===== src/rtl/ex_forward_ctrl_pkg.sv =====
// Shared constants and stage-field type for the EX forwarding controller.
package ex_forward_ctrl_pkg;

    // Default architectural register-address width (32 registers).
    localparam int REG_AW = 5;

    // Operand mux select encoding; 2'b11 is never produced.
    localparam logic [1:0] FWD_RF  = 2'b00;  // value read in ID, carried in ID/EX
    localparam logic [1:0] FWD_WB  = 2'b01;  // MEM/WB write-back value
    localparam logic [1:0] FWD_MEM = 2'b10;  // EX/MEM ALU result

    // Per-stage destination/control fields. Width tracks the package REG_AW,
    // so the top-level REG_AW must stay at this default.
    typedef struct packed {
        logic [REG_AW-1:0] rd;
        logic              regwrite;
        logic              memread;
    } stage_t;

endpackage


===== src/rtl/ex_forward_ctrl_if.sv =====
// ID-side inputs and EX/WB-side outputs of the forwarding controller.
interface ex_forward_ctrl_if #(
    parameter int REG_AW = 5,
    parameter int CNT_W  = 16
);
    logic              id_valid_i;
    logic [REG_AW-1:0] id_rs_i;
    logic [REG_AW-1:0] id_rt_i;
    logic [REG_AW-1:0] id_rd_i;
    logic              id_regwrite_i;
    logic              id_memread_i;
    logic              flush_i;
    logic [1:0]        fwd_a_o;
    logic [1:0]        fwd_b_o;
    logic              stall_o;
    logic [REG_AW-1:0] wb_rd_o;
    logic              wb_regwrite_o;
    logic [CNT_W-1:0]  stall_cnt_o;

    // Decoder / pipeline side
    modport master (
        output id_valid_i, id_rs_i, id_rt_i, id_rd_i, id_regwrite_i, id_memread_i, flush_i,
        input  fwd_a_o, fwd_b_o, stall_o, wb_rd_o, wb_regwrite_o, stall_cnt_o
    );

    // Controller side
    modport slave (
        input  id_valid_i, id_rs_i, id_rt_i, id_rd_i, id_regwrite_i, id_memread_i, flush_i,
        output fwd_a_o, fwd_b_o, stall_o, wb_rd_o, wb_regwrite_o, stall_cnt_o
    );
endinterface


===== src/rtl/ex_forward_ctrl_fwd_sel.sv =====
// Pure comparator: picks the forwarding source for one EX operand.
module ex_forward_ctrl_fwd_sel
    import ex_forward_ctrl_pkg::*;
#(
    parameter int AW = 5
) (
    input  logic [AW-1:0] src_i,
    input  logic [AW-1:0] exmem_rd_i,
    input  logic          exmem_we_i,
    input  logic [AW-1:0] memwb_rd_i,
    input  logic          memwb_we_i,
    output logic [1:0]    sel_o
);

    // Nearest producer wins; r0 is hardwired zero and never forwarded.
    always_comb begin
        sel_o = FWD_RF;
        if (exmem_we_i && (exmem_rd_i != '0) && (exmem_rd_i == src_i))
            sel_o = FWD_MEM;
        else if (memwb_we_i && (memwb_rd_i != '0) && (memwb_rd_i == src_i))
            sel_o = FWD_WB;
    end

endmodule


===== src/rtl/ex_forward_ctrl.sv =====
// EX-stage forwarding selects, load-use stall and write-back address tracking.
module ex_forward_ctrl
    import ex_forward_ctrl_pkg::*;
#(
    parameter int REG_AW = ex_forward_ctrl_pkg::REG_AW,
    parameter int CNT_W  = 16
) (
    input  logic             clk_i,
    input  logic             rst_i,
    ex_forward_ctrl_if.slave bus
);

    logic [REG_AW-1:0] idex_rs_q, idex_rs_d;
    logic [REG_AW-1:0] idex_rt_q, idex_rt_d;
    stage_t            idex_q, idex_d;
    stage_t            exmem_q, exmem_d;
    stage_t            memwb_q, memwb_d;
    logic [CNT_W-1:0]  stall_cnt_q, stall_cnt_d;
    logic              stall;
    logic              bubble;

    // Load in ID/EX whose result the ID instruction needs next cycle.
    always_comb begin
        stall = bus.id_valid_i && idex_q.memread && (idex_q.rd != '0) &&
                ((idex_q.rd == bus.id_rs_i) || (idex_q.rd == bus.id_rt_i));
    end

    // Next-state for the stage shadows and the saturating stall counter.
    always_comb begin
        bubble    = stall || bus.flush_i || !bus.id_valid_i;
        idex_rs_d = bubble ? '0 : bus.id_rs_i;
        idex_rt_d = bubble ? '0 : bus.id_rt_i;
        idex_d    = '0;
        if (!bubble) begin
            idex_d.rd       = bus.id_rd_i;
            idex_d.regwrite = bus.id_regwrite_i;
            idex_d.memread  = bus.id_memread_i;
        end
        // memread is only needed for the load-use check in ID/EX.
        exmem_d          = idex_q;
        exmem_d.memread  = 1'b0;
        memwb_d          = exmem_q;
        stall_cnt_d      = stall_cnt_q;
        if (stall && (stall_cnt_q != '1))
            stall_cnt_d = stall_cnt_q + 1'b1;
    end

    // Stage registers advance every edge; reset discards all in-flight fields.
    always_ff @(posedge clk_i or posedge rst_i) begin
        if (rst_i) begin
            idex_rs_q   <= '0;
            idex_rt_q   <= '0;
            idex_q      <= '0;
            exmem_q     <= '0;
            memwb_q     <= '0;
            stall_cnt_q <= '0;
        end else begin
            idex_rs_q   <= idex_rs_d;
            idex_rt_q   <= idex_rt_d;
            idex_q      <= idex_d;
            exmem_q     <= exmem_d;
            memwb_q     <= memwb_d;
            stall_cnt_q <= stall_cnt_d;
        end
    end

    ex_forward_ctrl_fwd_sel #(.AW(REG_AW)) u_sel_a (
        .src_i      (idex_rs_q),
        .exmem_rd_i (exmem_q.rd),
        .exmem_we_i (exmem_q.regwrite),
        .memwb_rd_i (memwb_q.rd),
        .memwb_we_i (memwb_q.regwrite),
        .sel_o      (bus.fwd_a_o)
    );

    ex_forward_ctrl_fwd_sel #(.AW(REG_AW)) u_sel_b (
        .src_i      (idex_rt_q),
        .exmem_rd_i (exmem_q.rd),
        .exmem_we_i (exmem_q.regwrite),
        .memwb_rd_i (memwb_q.rd),
        .memwb_we_i (memwb_q.regwrite),
        .sel_o      (bus.fwd_b_o)
    );

    assign bus.stall_o       = stall;
    assign bus.wb_rd_o       = memwb_q.rd;
    assign bus.wb_regwrite_o = memwb_q.regwrite;
    assign bus.stall_cnt_o   = stall_cnt_q;

endmodule


===== src/flat_wrapper.sv =====
// flat-port wrapper written by rule: the top's interface ports become plain ports
module ex_forward_ctrl_flat import ex_forward_ctrl_pkg::*;
#(
    parameter int REG_AW = ex_forward_ctrl_pkg::REG_AW,
    parameter int CNT_W  = 16
)
  (clk_i, rst_i, bus_id_valid_i, bus_id_rs_i, bus_id_rt_i, bus_id_rd_i, bus_id_regwrite_i, bus_id_memread_i, bus_flush_i, bus_fwd_a_o, bus_fwd_b_o, bus_stall_o, bus_wb_rd_o, bus_wb_regwrite_o, bus_stall_cnt_o);
  ex_forward_ctrl_if #(.REG_AW(REG_AW), .CNT_W(CNT_W)) bus_i ();
  input  logic clk_i;
  input  logic rst_i;
  input wire logic [$bits(bus_i.id_valid_i)-1:0] bus_id_valid_i;
  input wire logic [$bits(bus_i.id_rs_i)-1:0] bus_id_rs_i;
  input wire logic [$bits(bus_i.id_rt_i)-1:0] bus_id_rt_i;
  input wire logic [$bits(bus_i.id_rd_i)-1:0] bus_id_rd_i;
  input wire logic [$bits(bus_i.id_regwrite_i)-1:0] bus_id_regwrite_i;
  input wire logic [$bits(bus_i.id_memread_i)-1:0] bus_id_memread_i;
  input wire logic [$bits(bus_i.flush_i)-1:0] bus_flush_i;
  output wire logic [$bits(bus_i.fwd_a_o)-1:0] bus_fwd_a_o;
  output wire logic [$bits(bus_i.fwd_b_o)-1:0] bus_fwd_b_o;
  output wire logic [$bits(bus_i.stall_o)-1:0] bus_stall_o;
  output wire logic [$bits(bus_i.wb_rd_o)-1:0] bus_wb_rd_o;
  output wire logic [$bits(bus_i.wb_regwrite_o)-1:0] bus_wb_regwrite_o;
  output wire logic [$bits(bus_i.stall_cnt_o)-1:0] bus_stall_cnt_o;
  assign bus_i.id_valid_i = bus_id_valid_i;
  assign bus_i.id_rs_i = bus_id_rs_i;
  assign bus_i.id_rt_i = bus_id_rt_i;
  assign bus_i.id_rd_i = bus_id_rd_i;
  assign bus_i.id_regwrite_i = bus_id_regwrite_i;
  assign bus_i.id_memread_i = bus_id_memread_i;
  assign bus_i.flush_i = bus_flush_i;
  assign bus_fwd_a_o = bus_i.fwd_a_o;
  assign bus_fwd_b_o = bus_i.fwd_b_o;
  assign bus_stall_o = bus_i.stall_o;
  assign bus_wb_rd_o = bus_i.wb_rd_o;
  assign bus_wb_regwrite_o = bus_i.wb_regwrite_o;
  assign bus_stall_cnt_o = bus_i.stall_cnt_o;
  ex_forward_ctrl #(.REG_AW(REG_AW), .CNT_W(CNT_W)) u_core (.clk_i(clk_i), .rst_i(rst_i), .bus(bus_i));
endmodule

===== config.mk =====
export PLATFORM = sky130hd
export DESIGN_NAME = ex_forward_ctrl_flat
export DESIGN_NICKNAME = d
export VERILOG_FILES = /design/src/rtl/ex_forward_ctrl_pkg.sv /design/src/rtl/ex_forward_ctrl_if.sv /design/src/rtl/ex_forward_ctrl_fwd_sel.sv /design/src/rtl/ex_forward_ctrl.sv /design/src/flat_wrapper.sv
export SDC_FILE = /design/constraint.sdc
export NUM_CORES = 1
export LEC_CHECK = 0
export ABC_AREA = 1
export CORE_MARGIN = 1
export CORE_UTILIZATION = 46
export DETAILED_ROUTE_END_ITERATION = 6
export PLACE_DENSITY = 0.75
export SKIP_LAST_GASP = 1
export SYNTH_ARGS = -nofsm -noshare
export SYNTH_HDL_FRONTEND = slang
export SYNTH_SLANG_ARGS = --single-unit

===== constraint.sdc =====
create_clock -name clk_i -period 1.3 [get_ports clk_i]
set_input_delay 0.195 -clock clk_i [delete_from_list [all_inputs] [get_ports clk_i]]
set_output_delay 0.195 -clock clk_i [all_outputs]
set_load 0.05 [all_outputs]

==> flow_summary_export.csv, run 1 <==
group,metric,value,unit
place,portBuffers,47,
floorplan,die_x,74.3,um
timing,max_slew.worst_pin.slew,0.653,ns
clock_network,tritoncts.num_buffers,5,
clock_network,insertion_delay,0.31,ns
worst_setup_path,timing.critical_path.max_delay_family,"simple AND/OR/NAND/NOR gates",
routing,routedWlPerCell,15.4,um
worst_hold_path,hold_path_class,"input pin to async pin",
worst_setup_path,start_kind,"flip-flop",
status,status,"complete, but fails checks",
global_routing,gr-total-overflow,0,
worst_setup_path,cp_data_required_time,1.11,ns
routing,detailedRoute.firstIterationViolations,186,
routing,drt_pre_antenna_iters,5,
worst_setup_path,critical_path.endpoint,"bus_stall_o",
place,globalplace.congestion,0.870,
worst_setup_path,critical_path.reg2reg.endpoint,"u_core.bus.stall_cnt_o[10]",
routing,route.antenna.remaining_nets,0,
clock_network,ctsHtreeMaxLevel,2,
routing,remaining_drc_errors,0,
worst_setup_path,r2r_setup_slack,-0.44,ns
clock_network,cts.sinks,45,
timing,final_max_slew_viol_count,0,
global_routing,grt_use_total,27.1,%
finish,antenna-diode-count,0,
worst_setup_path,worstPathArrival,1.63,ns
timing,period_share,140,%
worst_setup_path,critPathLaunch,"u_core.exmem_d[5]",
synth,count_of_flip_flops_with_a_built_in_enable_after_synthesis,0,
synth,area_share_of_the_largest_cell_type_after_synthesis,46.9,%
synth,top_cell_types_by_occurrence_after_synthesis,"sky130_fd_sc_hd__nand2_1, sky130_fd_sc_hd__dfrtp_1, sky130_fd_sc_hd__nor2_1",
run,drv_cap,0,
place,place.detailed.hpwl,4360,um
power_and_ir_drop,power.ir.vdd_worst,1100,uV
timing,rsz0062_at_grt,"yes",
timing,worst_slew_margin_rel,56.4,%
power_and_ir_drop,leakagePower,0.00194,uW
clock_network,clk_path_buf_depth,2,
worst_setup_path,timing.critical_path.cells,"buf_4, nand2_1, nand2_1, nor2_1, nand3_2, nand2_4, nand2_4, clkinvlp_4, buf_12",
finish,area_delta_synth_final,69.2,%
worst_setup_path,crit_type,"flip-flop to output port",
global_routing,antenna_found_initial,0,
clock_network,path_clk_slew,0.09,ns
routing,viasPerCell,5.25,
place,detailedPlace.worstSlack,-0.458,ns
floorplan,boundary_pin_count,48,
timing,setup_total_negative_slack,-12.17,ns
worst_setup_path,path_depth,9,
timing,setup-violations-final,38,
clock_network,cts_tree,"built",
timing,post-route-min-period,1.83,ns
timing,postLayoutSetupSlackWorst,-0.526,ns
synth,yosys_warnings,0,
status,violations_in_the_final_reports,"negative setup slack",
floorplan,die_height,74.3,um
timing,max_freq,548,MHz
synth,synth_seq_area_share,46.9,%
worst_setup_path,rr_worst_depth,11,
power_and_ir_drop,power_density,728,nW/um2
worst_setup_path,timing.critical_path.slowest_cell_delay,0.43,ns
synth,syn_area,2400,um2
finish,fillers,254,
routing,finalWirelength,7330,um
timing,timing_hold_violations_final,0,
worst_setup_path,crit_path_max_fanout,4,
clock_network,clock-root-buffer,"sky130_fd_sc_hd__clkbuf_8",
synth,number_of_different_library_cells_in_the_post_synthesis_netlist,21,
floorplan,design.die.area,5520,um2
global_routing,first_global_vias,2376,
floorplan,floorplan.rows,25,
synth,synth_instances,299,
worst_setup_path,worst_r2r_startpoint,"u_core.exmem_d[5]",
finish,seq_area,1160,um2
global_routing,grt_pass1_wl,11200,um
synth,synthesis.nets,321,
synth,async_reset_ff_share,100,%
synth,dominant_register_cell_in_the_synthesized_netlist,"sky130_fd_sc_hd__dfrtp_1",
floorplan,core-area,4880,um2
floorplan,initial_core_util,49.2,%
clock_network,post_cts_hold_buffer_count,0,
synth,yosys.area.top_type,"sky130_fd_sc_hd__dfrtp_1",
synth,synth_top_cells_by_area,"sky130_fd_sc_hd__dfrtp_1, sky130_fd_sc_hd__nand2_1, sky130_fd_sc_hd__nand4_1",
synth,avgSynthCellArea,8.03,um2
timing,fin_worst_skew,0.00733,ns
finish,multi_input_area,1350,um2
synth,ys_ff_latch,45,
finish,fin_nets,431,
worst_setup_path,critical_path.endpoint_type,"output port",
global_routing,maximum_number_of_pins_on_one_net_before_global_route_repair,46,
worst_setup_path,worstPathBufferInverterCount,3,
finish,share_of_layout_cells_above_drive_strength_1,39.8,%
synth,post-synth-top-count-cell,"sky130_fd_sc_hd__nand2_1",
routing,num_vias,2504,
worst_setup_path,cp_slowest_cell,"sky130_fd_sc_hd__dfrtp_1",
==> logic make-up after synthesis <==
family                     share of synthesized area, %
xor gates and xnor gates                           10.6
AOI/OAI and AO/OA                                 0.625
adders and majority gates                         0.521
DFF                                                46.9
buffers and inverters                              7.66
and+or+nand+nor                                    33.8
==> worst register-to-register path: cells and delay by family (launching register included) <==
family,cells,cell delay [ns]
and+or+nand+nor,8,0.78
DFF,1,0.43
buffers and inverters,3,0.41
==> registers in the layout (all words and copies together), names as in the netlist <==
register and flops:
u_core.bus.stall_cnt_o 16, u_core.bus.wb_regwrite_o 1, u_core.bus.wb_rd_o 5, u_core.idex_rt_q 5
u_core.idex_rs_q 5, u_core.idex_q 1, u_core.exmem_d 6, u_core.exmem_q 6
==> timing repair <==
| action | CTS | global route |
|---|---|---|
| gates cloned | 4 | 0 |
| pin swaps | 7 | 4 |
| setup endpoints to repair | 38 | 38 |
| setup buffers | 3 | 7 |
| gates resized for setup | 27 | 22 |
==> layout make-up <==
class                           count  area share (%)
Sequential cell                    45            28.4
Clock inverter                      3           0.616
Multi-Input combinational cell    213            33.2
Clock buffer                        5            1.69
Tap cell                           67            2.06
Inverter                           39            3.76
Timing Repair Buffer              105            30.2
==> power breakdown <==
| part | switching, uW | internal, uW |
|---|---|---|
| clock | 539 | 389 |
| combinational | 272 | 266 |
| sequential | 50.2 | 1440 |
==> through the flow <==
step                hold WS [ns]  std cells  cell area (um2)  power [uW]  utilization (%)
CTS                        0.249        472             3960        2910             81.1
global route               0.249        477             4060        3060             83.3
finish                     0.234        477             4060        2960             83.3
floorplan                  0.301        299             2510        1730                -
global placement           0.335        457             3680        1940             75.3
detailed placement         0.339        457             3680        1960             75.3
==> worst min-delay path by stage <==
stage                           endpoint               from  slack (ns)
6_report       u_core.bus.stall_cnt_o[3]              rst_i        0.23
5_1_grt         u_core.bus.wb_regwrite_o              rst_i        0.25
4_1_cts         u_core.bus.wb_regwrite_o              rst_i        0.25
3_5_place_dp           u_core.exmem_q[1]  u_core.exmem_d[1]        0.34
3_3_place_gp           u_core.exmem_q[1]  u_core.exmem_d[1]        0.34
2_1_floorplan          u_core.exmem_d[1]  bus_id_regwrite_i        0.30
==> layer usage <==
metal  part of all wire (%)  GRT usage, %  up-vias
met3                    7.3          5.69       25
met2                     50          44.6      146
li1                       -             -     1168
met1                     39          35.4     1165
met4                    3.2          10.1        0
met5                      0             0        -
==> cell usage in the layout (no fill, tap or decap), types with 2 or more instances in the layout <==
cell type / n
sky130_fd_sc_hd__clkbuf_8: 5
sky130_fd_sc_hd__nor3_4: 2
sky130_fd_sc_hd__buf_12: 28
sky130_fd_sc_hd__nand2_1: 80
sky130_fd_sc_hd__nand2_4: 2
sky130_fd_sc_hd__xnor2_2: 3
sky130_fd_sc_hd__nor3_2: 2
sky130_fd_sc_hd__inv_1: 35
sky130_fd_sc_hd__xnor2_1: 15
sky130_fd_sc_hd__dfrtp_1: 21
sky130_fd_sc_hd__nand4_1: 27
sky130_fd_sc_hd__nor2_1: 26
sky130_fd_sc_hd__clkdlybuf4s50_1: 20
sky130_fd_sc_hd__buf_8: 2
sky130_fd_sc_hd__o21ai_0: 2
sky130_fd_sc_hd__nor2_2: 9
sky130_fd_sc_hd__nand3_2: 2
sky130_fd_sc_hd__xor2_1: 11
sky130_fd_sc_hd__nand2_2: 5
sky130_fd_sc_hd__nand2_8: 3
sky130_fd_sc_hd__buf_4: 53
sky130_fd_sc_hd__clkinvlp_4: 2
sky130_fd_sc_hd__nand3_4: 3
sky130_fd_sc_hd__nor2_4: 9
sky130_fd_sc_hd__nand3_1: 8
sky130_fd_sc_hd__dfrtp_2: 24
(Power assumes the default switching activity.)
==> run 2: changes to the inputs <==
Settings changed: CORE_ASPECT_RATIO set to 1.25.
==> run 2 against run 1 <==
Effect of this change: the flow still finishes with violations (negative setup slack); maximum frequency shrank 3.5%; via count grew 9.2%; critical path depth is the same; total power grew 9.8%; first-iteration DRC count grew 15%; sequential power is essentially flat; combinational power grew 12%; register-to-register slack gained 0.05 ns; core utilization grew 0.74 points; clock-buffer cell count is the same; largest cell class unchanged; largest power group unchanged.
==> flow_summary_export.csv, run 2 (same netlist as run 1, synthesis figures left out) <==
group,metric,value,unit
timing,holdWs,0.213,ns
timing,setup-violations-final,38,
status,status,"complete, but fails checks",
floorplan,die_x,66.6,um
timing,period_share,146,%
clock_network,clock-root-buffer,"sky130_fd_sc_hd__clkbuf_8",
global_routing,use_met3,5.60,%
finish,antenna-diode-count,0,
timing,final_max_slew_viol_count,0,
timing,fin_worst_skew,0.0102,ns
clock_network,clk_path_buf_depth,2,
worst_setup_path,critPathLaunch,"u_core.exmem_d[5]",
clock_network,post_cts_hold_buffer_count,0,
timing,postLayoutSetupSlackWorst,-0.592,ns
floorplan,initial_core_util,47.6,%
clock_network,path_clk_slew,0.10,ns
worst_setup_path,start_kind,"flip-flop",
place,portBuffers,47,
clock_network,cts.sinks,45,
floorplan,core-area,5040,um2
status,violations_in_the_final_reports,"negative setup slack",
timing,post-route-min-period,1.89,ns
timing,max_freq,529,MHz
finish,multi_input_area,1490,um2
timing,timing_hold_violations_final,0,
global_routing,grt_use_total,31.1,%
timing,max_slew.worst_pin.slew,0.664,ns
finish,most_frequent_cells_in_the_layout,"sky130_fd_sc_hd__nand2_1, sky130_fd_sc_hd__buf_4, sky130_fd_sc_hd__inv_1, sky130_fd_sc_hd__buf_12, sky130_fd_sc_hd__nand4_1",
timing,worst_slew_margin_rel,55.7,%
routing,finalWirelength,9460,um
finish,area_delta_synth_final,76.4,%
finish,largest_reg_flops,16,
routing,num_vias,2735,
timing,setup_total_negative_slack,-12.35,ns
routing,route.antenna.remaining_nets,0,
global_routing,antenna_found_initial,0,
finish,mostFrequentLayoutCell,"sky130_fd_sc_hd__nand2_1",
global_routing,groute.layer.met1.usage,35.2,%
routing,drt_pre_antenna_iters,5,
finish,fillers,228,
floorplan,die_height,82.8,um
worst_setup_path,crit_type,"flip-flop to output port",
routing,viasPerCell,5.79,
routing,remaining_drc_errors,0,
global_routing,global_route_met2_utilization,53.1,%
worst_hold_path,hold_path_class,"input pin to async pin",
finish,share_of_layout_cells_above_drive_strength_1,49.0,%
run,drv_cap,0,
clock_network,ctsHtreeMaxLevel,2,
worst_setup_path,cp_data_required_time,1.11,ns
power_and_ir_drop,leakagePower,0.00196,uW
worst_setup_path,worstPathArrival,1.70,ns
place,place.detailed.hpwl,4610,um
worst_setup_path,critical_path.endpoint_type,"output port",
routing,routedWlPerCell,20.0,um
global_routing,gr-total-overflow,0,
worst_setup_path,worst_r2r_startpoint,"u_core.exmem_d[5]",
power_and_ir_drop,power,3250,uW
clock_network,tritoncts.num_buffers,5,
global_routing,grt_pass1_wl,12500,um
worst_setup_path,crit_path_max_fanout,4,
finish,final-instance-count-excl-fill,472,
place,dpl.cell_count,456,
clock_network,insertion_delay,0.32,ns
floorplan,floorplan.rows,29,
global_routing,first_global_vias,2707,
finish,fin_nets,431,
routing,detailedRoute.firstIterationViolations,213,
place,globalplace.congestion,0.883,
finish,layout.core_utilization,84.0,%
finish,seq_area,1160,um2
floorplan,boundary_pin_count,48,
clock_network,cts_tree,"built",
timing,rsz0062_at_grt,"yes",
floorplan,design.die.area,5520,um2
power_and_ir_drop,power_density,766,nW/um2
global_routing,globalRoute.busiestLayer,"met2",
global_routing,maximum_number_of_pins_on_one_net_before_global_route_repair,46,
power_and_ir_drop,power.ir.vdd_worst,964,uV
## run 2: changes by cell type in the layout (fill, tap and decap cells not counted), sizes merged
| cell | previous run | this run |
|---|---|---|
| bufinv | 0 | 1 |
| clkdlybuf4s50 | 20 | 19 |
| clkinv | 2 | 1 |
| clkinvlp | 2 | 1 |
| dlymetal6s2s | 0 | 1 |
| inv | 38 | 39 |
## run 2: through the flow
stage               setup slack, ns  cell area (um2)
floorplan                    -0.269             2510
global placement             -0.346             3710
detailed placement           -0.454             3710
CTS                          -0.528             4000
global route                 -0.632             4240
finish                       -0.592             4240
## run 2: layer usage
metal / vias up / wire, um
met4: 0 / 654
met3: 69 / 728
met5: - / 0
met1: 1292 / 3250
li1: 1174 / -
met2: 200 / 4830
## run 2: path summary, 6_finish.rpt
path	to	slack (ns)	depth (start not counted)
max	bus_stall_o	-0.59	9
min	u_core.bus.wb_regwrite_o	0.21	3
max reg2reg	u_core.bus.stall_cnt_o[8]	-0.39	10
min reg2reg	u_core.exmem_q[1]	0.38	0
max in group asynchronous	u_core.bus.stall_cnt_o[7]	0.85	3
min in group clk_i	u_core.idex_rt_q[1]	0.32	4
## run 2: layout make-up
class,instances,share of cell area [%]
Multi-Input combinational cell,213,35.1
Timing Repair Buffer,105,29.4
Sequential cell,45,27.3
Inverter,39,3.60
Tap cell,62,1.83
Clock buffer,5,1.62
Clock inverter,3,1.12
## run 2: worst max-delay path, stage by stage (launching register included)
cell	delay (ns)
sky130_fd_sc_hd__dfrtp_1	0.44
sky130_fd_sc_hd__inv_2	0.10
sky130_fd_sc_hd__nand2_2	0.07
sky130_fd_sc_hd__nand2_1	0.08
sky130_fd_sc_hd__nor2_1	0.14
sky130_fd_sc_hd__nand3_2	0.12
sky130_fd_sc_hd__nand2_4	0.12
sky130_fd_sc_hd__nand2_8	0.08
sky130_fd_sc_hd__clkinvlp_4	0.09
sky130_fd_sc_hd__buf_12	0.13
## run 2: report_power, final
part           total [uW]  switching, uW  internal (uW)
clock network        1150            562            587
registers            1500           57.1           1440
logic                 601            329            272
total                3250            948           2300
## run 2: repair_timing
action,4_1_cts,5_1_grt
cloned,4,0
resized for setup,21,78
setup endpoints to repair,38,38
pin swaps,11,15
endpoints found under the hold margin,0,0
buffers inserted,3,4
==> run 3: changes to the inputs <==
Settings changed: CORE_UTILIZATION 46 to 25, PLACE_DENSITY 0.75 to 0.46.
==> run 3 against run 2 <==
Effect of this change: the flow still finishes with violations (negative setup slack); non-clock buffer count fell by 6; first-iteration DRC count fell by 69%; sequential share of layout area rose by 0.12 points; critical path depth fell by 4; die area rose by 81%; core utilization fell by 38 points; routed wire length fell by 28%; sequential power barely moved; via count fell by 17%; final cell count rose by 12%; sequential cell count did not move; largest cell class unchanged.
==> flow_summary_export.csv, run 3 (same netlist as run 1, synthesis figures left out) <==
group,metric,value,unit
status,status,"complete, but fails checks",
status,violations_in_the_final_reports,"negative setup slack",
finish,final_cell_area,4210,um2
routing,num_vias,2270,
finish,fin_nets,425,
power_and_ir_drop,p_switching,857,uW
timing,period_share,139,%
floorplan,core-area,9220,um2
worst_setup_path,critical_path.endpoint,"bus_fwd_a_o[0]",
routing,drt_pre_antenna_iters,4,
worst_setup_path,worst_r2r_startpoint,"u_core.exmem_d[3]",
place,portBuffers,47,
timing,fin_worst_skew,0.00684,ns
timing,worst_slew_margin_rel,54.1,%
worst_setup_path,critical_path.endpoint_type,"output port",
routing,finalWirelength,6800,um
worst_setup_path,timing.critical_path.cells,"xnor2_2, nand4_1, nor3_4, nor2_4, buf_12",
global_routing,antenna_found_initial,0,
global_routing,maximum_number_of_pins_on_one_net_before_global_route_repair,46,
place,placed_area,3750,um2
floorplan,die_height,112,um
clock_network,cts.sinks,45,
finish,share_of_layout_cells_above_drive_strength_1,40.8,%
finish,largest_reg_flops,16,
power_and_ir_drop,power.ir.vdd_worst,488,uV
routing,viasPerCell,4.31,
clock_network,cts_tree,"built",
clock_network,clock-root-buffer,"sky130_fd_sc_hd__clkbuf_16",
worst_setup_path,cp_slowest_cell,"sky130_fd_sc_hd__dfrtp_1",
timing,max_slew.worst_pin.slew,0.687,ns
worst_setup_path,cp_data_required_time,1.11,ns
worst_setup_path,start_kind,"flip-flop",
clock_network,ctsHtreeMaxLevel,2,
worst_setup_path,crit_type,"flip-flop to output port",
finish,layout.core_utilization,45.6,%
floorplan,die_x,89.7,um
floorplan,boundary_pin_count,48,
finish,mostFrequentLayoutCell,"sky130_fd_sc_hd__nand2_1",
clock_network,tritoncts.num_buffers,5,
timing,final_max_slew_viol_count,0,
timing,rsz0062_at_grt,"yes",
power_and_ir_drop,power_density,825,nW/um2
timing,max_freq,555,MHz
worst_setup_path,crit_path_max_fanout,2,
worst_setup_path,critPathLaunch,"u_core.idex_rs_q[0]",
worst_setup_path,rr_worst_depth,10,
run,drv_cap,0,
power_and_ir_drop,p_int,2610,uW
finish,fillers,855,
routing,route.antenna.remaining_nets,0,
clock_network,insertion_delay,0.28,ns
power_and_ir_drop,leakagePower,0.00195,uW
global_routing,grt_pass1_wl,11200,um
finish,area_delta_synth_final,75.1,%
worst_setup_path,worstPathArrival,1.61,ns
power_and_ir_drop,power.share.sequential,42.8,%
finish,most_frequent_cells_in_the_layout,"sky130_fd_sc_hd__nand2_1, sky130_fd_sc_hd__buf_4, sky130_fd_sc_hd__inv_1, sky130_fd_sc_hd__buf_12, sky130_fd_sc_hd__nand4_1",
timing,setup-violations-final,38,
global_routing,grt_use_total,14.6,%
routing,detailedRoute.firstIterationViolations,65,
place,place.detailed.hpwl,4830,um
power_and_ir_drop,power.switching_fraction,24.7,%
routing,routedWlPerCell,12.9,um
floorplan,initial_core_util,26.0,%
routing,remaining_drc_errors,0,
power_and_ir_drop,p_comb_share,15.5,%
worst_setup_path,critical_path.reg2reg.endpoint,"u_core.bus.stall_cnt_o[2]",
floorplan,floorplan.rows,39,
floorplan,design.die.area,10000,um2
clock_network,post_cts_hold_buffer_count,0,
timing,holdWs,0.274,ns
clock_network,path_clk_slew,0.06,ns
global_routing,gr-total-overflow,0,
global_routing,first_global_vias,2291,
worst_hold_path,hold_path_class,"input pin to async pin",
place,globalplace.congestion,0.790,
worst_setup_path,timing.critical_path.slowest_cell_delay,0.42,ns
power_and_ir_drop,pwr-share-clk,41.6,%
finish,final-instance-count-excl-fill,527,
timing,postLayoutSetupSlackWorst,-0.501,ns
worst_setup_path,r2r_setup_slack,-0.20,ns
place,dpl.cell_count,513,
finish,antenna-diode-count,0,
timing,timing_hold_violations_final,0,
clock_network,clk_path_buf_depth,2,
timing,post-route-min-period,1.80,ns
## run 3: metrics by stage
stage / setup WS, ns / total power [uW] / setup TNS [ns]
after floorplan: -0.269 / 1730 / -5.09
final: -0.501 / 3470 / -7.81
after global routing: -0.597 / 3620 / -10.71
after CTS: -0.512 / 3490 / -11.00
after global placement: -0.434 / 1980 / -14.78
after detailed placement: -0.468 / 1980 / -16.05
## run 3: per-layer routing
metal | up-vias | wire, um | track usage, %
met5 | - | 0 | 0
met2 | 45 | 3740 | 26.3
met4 | 0 | 87 | 3.92
met1 | 1059 | 2790 | 17.8
li1 | 1157 | - | -
met3 | 9 | 181 | 2.15
## run 3: power groups by stage
stage | clock network [uW] | logic [uW] | registers, uW
final | 1440 | 538 | 1490
after CTS | 1500 | 506 | 1480
after global placement | 0 | 466 | 1510
after global routing | 1540 | 582 | 1490
after floorplan | 0 | 180 | 1550
after detailed placement | 0 | 469 | 1510
## run 3: how the worst min path moves through the flow
stage,start,end,slack [ns],cells after the start
CTS,rst_i,u_core.bus.stall_cnt_o[1],0.29,3
finish,rst_i,u_core.bus.wb_regwrite_o,0.27,3
global placement,u_core.exmem_d[1],u_core.exmem_q[1],0.33,0
global route,rst_i,u_core.bus.wb_rd_o[4],0.33,3
detailed placement,u_core.exmem_d[1],u_core.exmem_q[1],0.34,0
floorplan,bus_id_regwrite_i,u_core.exmem_d[1],0.30,2
## run 3: critical path: cells and delay by family (launching register included)
kind	cells	cell delay (ns)
buf+inv	1	0.15
xor+xnor	1	0.18
simple gates	3	0.57
flops	1	0.42
## run 3: layout make-up
| class | count | area [um2] | share of cell area [%] |
|---|---|---|---|
| sequential | 45 | 1150 | 27.5 |
| clock inverter | 3 | 46.3 | 1.10 |
| inverter | 39 | 153 | 3.63 |
| clock buffer | 5 | 125 | 2.98 |
| multi-input combinational | 213 | 1390 | 33.1 |
| timing repair buffer | 99 | 1180 | 28.1 |
| tap | 123 | 154 | 3.66 |
## run 3: what timing repair did
item / 4_1_cts / 5_1_grt
cloned: 3 / 0
endpoints found under the hold margin: 0 / 0
endpoints found under the setup margin: 40 / 40
resized for setup: 15 / 49
setup buffers: 3 / 2
pin swaps: 6 / 11
